===== src/rtl/bird_motion_scheduler_if.sv =====
// Key/collision inputs and fly/gravity/round-state outputs of the bird motion scheduler.
// master is the scheduler side; slave is the surrounding game logic.
interface bird_motion_scheduler_if;
  logic key;
  logic bird_out;
  logic collision;
  logic fly;
  logic gravity;
  logic game_over;
  logic playing;

  modport master (
    input  key, bird_out, collision,
    output fly, gravity, game_over, playing
  );

  modport slave (
    output key, bird_out, collision,
    input  fly, gravity, game_over, playing
  );
endinterface


===== src/rtl/bird_motion_scheduler.sv =====
// Turns key presses into timed multi-step flaps, issues periodic gravity steps and tracks round state.
// All outputs registered: a key edge sampled at edge k yields fly in the cycle after k; no backpressure.
module bird_motion_scheduler #(
  parameter int GRAV_PERIOD = 8,
  parameter int FLY_STEPS   = 3,
  parameter int FLY_GAP     = 2,
  parameter int CNT_W       = 8
) (
  input  logic                     clock,
  input  logic                     reset,
  bird_motion_scheduler_if.master  bus
);

  localparam logic [CNT_W-1:0] GRAV_LAST  = CNT_W'(GRAV_PERIOD - 1);
  localparam logic [CNT_W-1:0] STEPS_INIT = CNT_W'(FLY_STEPS - 1);
  localparam logic [CNT_W-1:0] GAP_INIT   = CNT_W'(FLY_GAP - 1);
  localparam logic [CNT_W-1:0] ONE        = CNT_W'(1);

  typedef enum logic [1:0] {IDLE, PLAY, FLAP, OVER} state_t;

  state_t           state, state_nxt;
  logic [CNT_W-1:0] grav_t, grav_nxt;
  logic [CNT_W-1:0] steps_left, steps_nxt;
  logic [CNT_W-1:0] gap, gap_nxt;
  logic             fly_nxt, gravity_nxt;
  logic             key_q;
  logic             key_edge;
  logic             hit;

  assign key_edge = bus.key & ~key_q;
  assign hit      = bus.bird_out | bus.collision;

  always_ff @(posedge clock or posedge reset) begin
    if (reset) begin
      state         <= IDLE;
      grav_t        <= '0;
      steps_left    <= '0;
      gap           <= '0;
      // Held high so a key already down at reset release is not seen as a press.
      key_q         <= 1'b1;
      bus.fly       <= 1'b0;
      bus.gravity   <= 1'b0;
      bus.game_over <= 1'b0;
      bus.playing   <= 1'b0;
    end else begin
      state         <= state_nxt;
      grav_t        <= grav_nxt;
      steps_left    <= steps_nxt;
      gap           <= gap_nxt;
      key_q         <= bus.key;
      bus.fly       <= fly_nxt;
      bus.gravity   <= gravity_nxt;
      bus.game_over <= (state_nxt == OVER);
      bus.playing   <= (state_nxt == PLAY) || (state_nxt == FLAP);
    end
  end

  always_comb begin
    state_nxt   = state;
    grav_nxt    = grav_t;
    steps_nxt   = steps_left;
    gap_nxt     = gap;
    fly_nxt     = 1'b0;
    gravity_nxt = 1'b0;

    unique case (state)
      IDLE: begin
        if (key_edge) begin
          state_nxt = FLAP;
          fly_nxt   = 1'b1;
          steps_nxt = STEPS_INIT;
          gap_nxt   = GAP_INIT;
        end
      end

      PLAY: begin
        if (hit) begin
          state_nxt = OVER;
        end else if (key_edge) begin
          state_nxt = FLAP;
          fly_nxt   = 1'b1;
          steps_nxt = STEPS_INIT;
          gap_nxt   = GAP_INIT;
        end else if (grav_t == GRAV_LAST) begin
          gravity_nxt = 1'b1;
          grav_nxt    = '0;
        end else begin
          grav_nxt = grav_t + ONE;
        end
      end

      FLAP: begin
        if (hit) begin
          state_nxt = OVER;
        end else if (key_edge) begin
          // Re-press extends the flap without an extra pulse on this edge.
          steps_nxt = STEPS_INIT;
          gap_nxt   = GAP_INIT;
        end else if (gap != '0) begin
          gap_nxt = gap - ONE;
        end else if (steps_left != '0) begin
          fly_nxt   = 1'b1;
          steps_nxt = steps_left - ONE;
          gap_nxt   = GAP_INIT;
        end else begin
          state_nxt = PLAY;
          grav_nxt  = '0;
        end
      end

      OVER: begin
        if (key_edge) state_nxt = IDLE;
      end

      default: state_nxt = IDLE;
    endcase
  end

endmodule


===== src/flat_wrapper.sv =====
// flat-port wrapper written by rule: the top's interface ports become plain ports
module bird_motion_scheduler_flat 
#(
  parameter int GRAV_PERIOD = 8,
  parameter int FLY_STEPS   = 3,
  parameter int FLY_GAP     = 2,
  parameter int CNT_W       = 8
)
  (clock, reset, bus_key, bus_bird_out, bus_collision, bus_fly, bus_gravity, bus_game_over, bus_playing);
  bird_motion_scheduler_if bus_i ();
  input  logic clock;
  input  logic reset;
  input wire logic [$bits(bus_i.key)-1:0] bus_key;
  input wire logic [$bits(bus_i.bird_out)-1:0] bus_bird_out;
  input wire logic [$bits(bus_i.collision)-1:0] bus_collision;
  output wire logic [$bits(bus_i.fly)-1:0] bus_fly;
  output wire logic [$bits(bus_i.gravity)-1:0] bus_gravity;
  output wire logic [$bits(bus_i.game_over)-1:0] bus_game_over;
  output wire logic [$bits(bus_i.playing)-1:0] bus_playing;
  assign bus_i.key = bus_key;
  assign bus_i.bird_out = bus_bird_out;
  assign bus_i.collision = bus_collision;
  assign bus_fly = bus_i.fly;
  assign bus_gravity = bus_i.gravity;
  assign bus_game_over = bus_i.game_over;
  assign bus_playing = bus_i.playing;
  bird_motion_scheduler #(.GRAV_PERIOD(GRAV_PERIOD), .FLY_STEPS(FLY_STEPS), .FLY_GAP(FLY_GAP), .CNT_W(CNT_W)) u_core (.clock(clock), .reset(reset), .bus(bus_i));
endmodule

===== config.mk =====
export PLATFORM = sky130hd
export DESIGN_NAME = bird_motion_scheduler_flat
export DESIGN_NICKNAME = d
export VERILOG_FILES = /design/src/rtl/bird_motion_scheduler_if.sv /design/src/rtl/bird_motion_scheduler.sv /design/src/flat_wrapper.sv
export SDC_FILE = /design/constraint.sdc
export NUM_CORES = 1
export LEC_CHECK = 0
export CORE_ASPECT_RATIO = 0.75
export CORE_UTILIZATION = 52
export CTS_CLUSTER_SIZE = 12
export DETAILED_ROUTE_END_ITERATION = 10
export GPL_TIMING_DRIVEN = 0
export PLACE_DENSITY = 0.71
export SLEW_MARGIN = 20
export SYNTH_ARGS = -nofsm -noshare
export SYNTH_HDL_FRONTEND = slang
export SYNTH_SLANG_ARGS = --single-unit

===== constraint.sdc =====
create_clock -name clock -period 2.7 [get_ports clock]
set_input_delay 0.54 -clock clock [delete_from_list [all_inputs] [get_ports clock]]
set_output_delay 0.54 -clock clock [all_outputs]
set_load 0.02 [all_outputs]

Word level (Yosys, flattened, before mapping). Index checks and enable logic that the tools add are counted.

Bits of input ports: 5. Word-level logic and storage cells: 81. Register bits after elaboration: 31. Output and inout port bits: 4.

Bitwise operators: 3. Equality and inequality tests: 16. Add/sub/neg operators: 3. Reduce and logical (&&, ||, !) cells: 9. Muxes and demuxes: 41.

Operator list (number): 8-bit 2-to-1 mux (19); 8-bit one-hot mux with 3 select lines (2); 8-bit one-hot mux with 2 select lines (1); 8-bit nonzero test (2); 8-bit by 1-bit subtractor with 8-bit output (second input constant) (2); 2-bit 2-to-1 mux (7); 2-bit inequality test (second input constant) (6); 1-bit 2-to-1 mux (10); 8-bit by 1-bit adder with 8-bit output (second input constant) (1); 2-bit equality test (second input constant) (4); 8-bit by 3-bit equality test with 1-bit output (second input constant) (1); 2-bit one-hot mux with 4 select lines (1); 7-bit AND reduction (1); 5-bit AND reduction (1); 2-bit by 1-bit equality test with 1-bit output (second input constant) (2); 4-bit by 1-bit inequality test with 1-bit output (second input constant) (1); 4-bit AND reduction (1); 3-bit by 1-bit inequality test with 1-bit output (second input constant) (1); 3-bit by 2-bit inequality test with 1-bit output (second input constant) (1); 1-bit one-hot mux with 3 select lines (1); 3-bit nonzero test (1); 2-bit logical NOT (1); 2-bit nonzero test (1); 1-bit bitwise AND (1); other kinds (3) (3).

Longest topological paths before layout.
Depth in word-level cells: 8. Depth in mapped cells: 9. Gate-level depth less buffers: 8.

Worst setup path before layout. No wires, ideal clock.

Kind: register to register. From: reg u_core.gap[3]. To: reg u_core.bus.playing. Cell stages (with the launch flop): 7. Data required time: 2574 ps. Data arrival time: 1914 ps. Setup time: 126 ps. Path buffers: 0. Period minus slack after synthesis: 2040 ps. Setup slack: 660 ps. Path through: dfrtp_1 nor4_1 nand4_1 o21a_1 o22ai_1 a21oi_1 ha_1.

Word-level cells in the longest chain between the ends: 7. Elaborated cells between the ends (all ways): 8. Classes of those cells: eq/ne (2); mux (4); reduce/logical (2).

RTL lines: from (decl) (RTL line bird_motion_scheduler.sv:24) `logic [CNT_W-1:0] gap, gap_nxt;`; from (signal assigned) (RTL line bird_motion_scheduler.sv:49) `gap <= gap_nxt;`; 8-bit nonzero test * (RTL line bird_motion_scheduler.sv:99) `end else if (gap != '0) begin`; 2-bit 2-to-1 mux * (RTL line bird_motion_scheduler.sv:99); 2-bit 2-to-1 mux * (RTL line bird_motion_scheduler.sv:95) `end else if (key_edge) begin`; 2-bit 2-to-1 mux * (RTL line bird_motion_scheduler.sv:93) `if (hit) begin`; 2-bit one-hot mux with 4 select lines * (RTL line bird_motion_scheduler.sv:66) `unique case (state)`; 2-bit by 1-bit equality test with 1-bit output or 2-bit equality test (tied branches) (RTL line bird_motion_scheduler.sv:54) `bus.playing <= (state_nxt == PLAY) || (state_nxt == FLAP);`; 1-bit logical OR * (RTL line bird_motion_scheduler.sv:54); to (signal assigned) (RTL line bird_motion_scheduler.sv:54); to (decl) (RTL line bird_motion_scheduler_if.sv:14) `output fly, gravity, game_over, playing`.

Mark *: on every way between the ends. The rest lies on a longest branch, timed or not. A chain may end at the register's enable or synchronous reset.

Worst setup path in the final report.
From: reg u_core.gap[0]. To: reg u_core.bus.playing.

Same word-level chain as after synthesis.

==> results.md <==
* Final ANT Viol Nets at 0
* Top cell type's share of synthesized area at 0.444
* Unrepaired setup endpoints after global routing: false
* Worst min path class: flop to flop
* Post-Syn Area at 1690 sq um
* Core area at 3020 sq um
* Post-synth ARST share at 1.00
* Initial drt markers at 84
* Port-buffer cells at 8
* IO Count at 9
* VDD IR max at 596 uV
* Post-cts gate resize count at 0
* Clock Skews at 0.0117 ns
* Top post-synthesis cells by area: dfrtp_1 (44%), xor2_1 (5.2%), nor2_1 (4.9%)
* Number of core rows at 17
* CTS buffer count at 5
* Syn nets at 189
* CP Launch Point: u_core.gap[0]
* Initial antenna violation count at 0
* Main synth FF type: dfrtp_1
* CTS tree: built
* R2r startpoint: u_core.gap[0]
* Initial DRT Pass Iterations at 4
* GR Overflow Total at 0
* Clock-pin slew on the worst setup and hold paths at 0.06 ns
* Slew HR at 0.565
* Hold_sp: u_core.gap[1]
* Worst Tran Pin Value at 0.651 ns
* Commonest cells after routing, fill and taps aside: dfrtp_1 (30), nor2_1 (22), o21ai_0 (15), nand2_1 (14), xor2_1 (10)
* Largest family of logic cells by synthesized area: simple AND/OR/NAND/NOR gates
* First-pass GRT wire length at about 6100 microns
* CP Class: flop to flop
* Post-Route WL at 3630 microns
* Setup bufs post-CTS at 0
* Status: completed
* R2R Path End: u_core.bus.playing
* Seq cells post-synth at 31
* Mapped Cells at 180
* Crit-path cells: inv_1 -> ha_1 -> nor3b_1 -> nand4_1 -> o21a_1 -> o22ai_1 -> a21oi_1 -> ha_1
* Grt met2 use at 0.333
* Root Buffer: clkbuf_8
* Busiest grt layer: met1
* Cell taking the most area after synthesis: dfrtp_1
* Post-synth EDFFs at 0
* Max Cap Violations at 0
* Hold-critical path depth at 2
* Post-Route Setup TNS at 0 ns
* Max FO, Critical Path at 10
* Largest net degree at the start of global routing at 32
* CTS sink count at 31
* Post-DR wirelength/cell at 15.5 microns
* Slowest-stage cell, CP: nand4_1
* # H-tree levels at 2
* Critical Path Start Type: flop
* Initial core utilization at 0.559
* Most used cell, CP: ha_1
* CP peak stage delay at 0.47 ns
* Number of global-route vias before repair at 1316
* Post-Synth XOR/XNOR Area at 0.0622
* Max Clk Rate at 392 MHz
* Mux contribution to synthesized area at 0.00667
* Commonest non-fill, non-tap cell in the layout: dfrtp_1
* Synth Area in Adders at 0.0296
* Distinct cells, synth at between 40 and 50
* Synthesis Warnings at 0
* Setup slack, reg-to-reg at 0.15 ns
* FF-to-FF path depth at 8
* Seq/Total Area, Yosys at 0.460
* GPL Wtd Cong at 0.838
* Crit share post-route at 0.946
* Fin Hold WS at between 0.5 and 0.6 ns
* Hold Path End: u_core.gap[1]
* GRT Overall Usage at 0.246
* Detail Placement HPWL at 2510 microns
* Synthesized area per cell at about 9.4 sq um
* Via count at 1385
* Met3 Usage GRT at 0.0670
* Share of cells above drive strength 1 at 0.0765
* # diodes at 0
* Min Tclk post-route at approximately 2.6 ns
* DR DRC count at 0
* WP data required at 2.86 ns
* Endpoints failing setup at 0
* Worst path arrival time at approximately 2.7 ns
* PD cells at 874 nW/um^2
* Final nets at between 200 and 250
* Fin. Hold Viols at 0
* Die area at 3480 sq um
* Fraction of the mapped netlist area in simple logic gates at 0.216
* Setup crit end kind: flop
* Worst-Skew Late Latency at 0.29 ns
* Static leakage at ~0.8 nW
* Layout overhead on the synthesized area at 12.7%
* Via density at 5.92
* Die X at 67.8 microns
* Max Transition Viols Final at 0
* Global-route track usage on met1 at 0.358
* # hold bufs at CTS at 0
* Chip Height at 51.4 microns
* Post-synthesis compound-gate area fraction at 0.190
* CTS max path bufs at 2
## per-stage QoR
stage | cells | cell area, sq um | utilization | worst slack (ns) | power, W
2_1_floorplan | 180 | 1690 | - | 0.660 | 0.00113
3_3_place_gp | 226 | 1820 | 0.601 | 0.236 | 0.00126
3_5_place_dp | 226 | 1820 | 0.601 | 0.174 | 0.00130
4_1_cts | 234 | 1900 | 0.628 | 0.142 | 0.00165
5_1_grt | 234 | 1900 | 0.630 | 0.0139 | 0.00178
6_report | 234 | 1900 | 0.630 | 0.147 | 0.00166
## state kept, by name, indices dropped and copies added, names as in the netlist
register / flops
u_core.steps_left: 8
u_core.bus.gravity: 1
u_core.state: 2
u_core.bus.game_over: 1
u_core.grav_t: 8
u_core.bus.playing: 1
u_core.key_q: 1
u_core.bus.fly: 1
u_core.gap: 8
## Yosys cell counts (2+ instances only)
library cell,n
dfrtp_1,30
nor2_1,22
o21ai_0,15
nand2_1,14
xor2_1,10
o211ai_1,8
a21oi_1,6
inv_1,5
nand3_1,5
nor4_1,5
ha_1,4
nand2b_1,4
nor3b_1,4
a31oi_1,3
and2_1,3
buf_2,3
nor3_1,3
o31ai_1,3
buf_6,2
nand4_1,2
nor2b_1,2
nor4b_1,2
o2111ai_1,2
o21a_1,2
or4_1,2
xnor2_1,2
## final cells by class
| class | instances | area [sq um] |
|---|---|---|
| clock buffers | 7 | 76.3 |
| clock inverters | 1 | 5.00 |
| multi-input cells | 138 | 858 |
| repair buffers | 8 | 80.1 |
| inverters | 5 | 18.8 |
| flip-flops and latches | 31 | 777 |
| well taps | 38 | 47.5 |
| fillers | 254 | 1120 |
| plain buffers | 6 | 41.3 |
## layer usage
layer  vias up  routed length [microns]
li1        684                        -
met1       669                     1910
met2        27                     1530
met3         5                      138
met4         0                       48
met5         -                        0
## where the power goes
group          total (W)  internal, W  switching, W
Clock           0.000353     0.000181      0.000172
Sequential      0.000706     0.000586      0.000120
Combinational   0.000607     0.000256      0.000351
Total            0.00166      0.00102      0.000642
## worst max-delay path by stage
stage                               endpoint  cells past startpoint  slack [ns]
after floorplan           u_core.bus.playing                      6        0.66
after global placement      u_core.grav_t[4]                      6        0.24
after detailed placement  u_core.bus.playing                      6        0.17
after CTS                 u_core.bus.playing                      6        0.14
after global routing      u_core.bus.playing                      8        0.01
final                     u_core.bus.playing                      8        0.15
## logic make-up after synthesis
logic type	after synthesis
simple gates	72
flops	31
xor+xnor	12
fa+ha+maj	4
mux	1
compound gates	49
buf+inv	11
## critical path: cells and delay by family (launching register included)
family                   cells  cell delay (ns)
flip-flops                   1             0.40
buffers and inverters        1             0.07
AND/OR/NAND/NOR              2             0.89
AO/OA/AOI/OAI                3             0.61
adder cells (fa/ha/maj)      2             0.47
(Power assumes the default switching activity.)
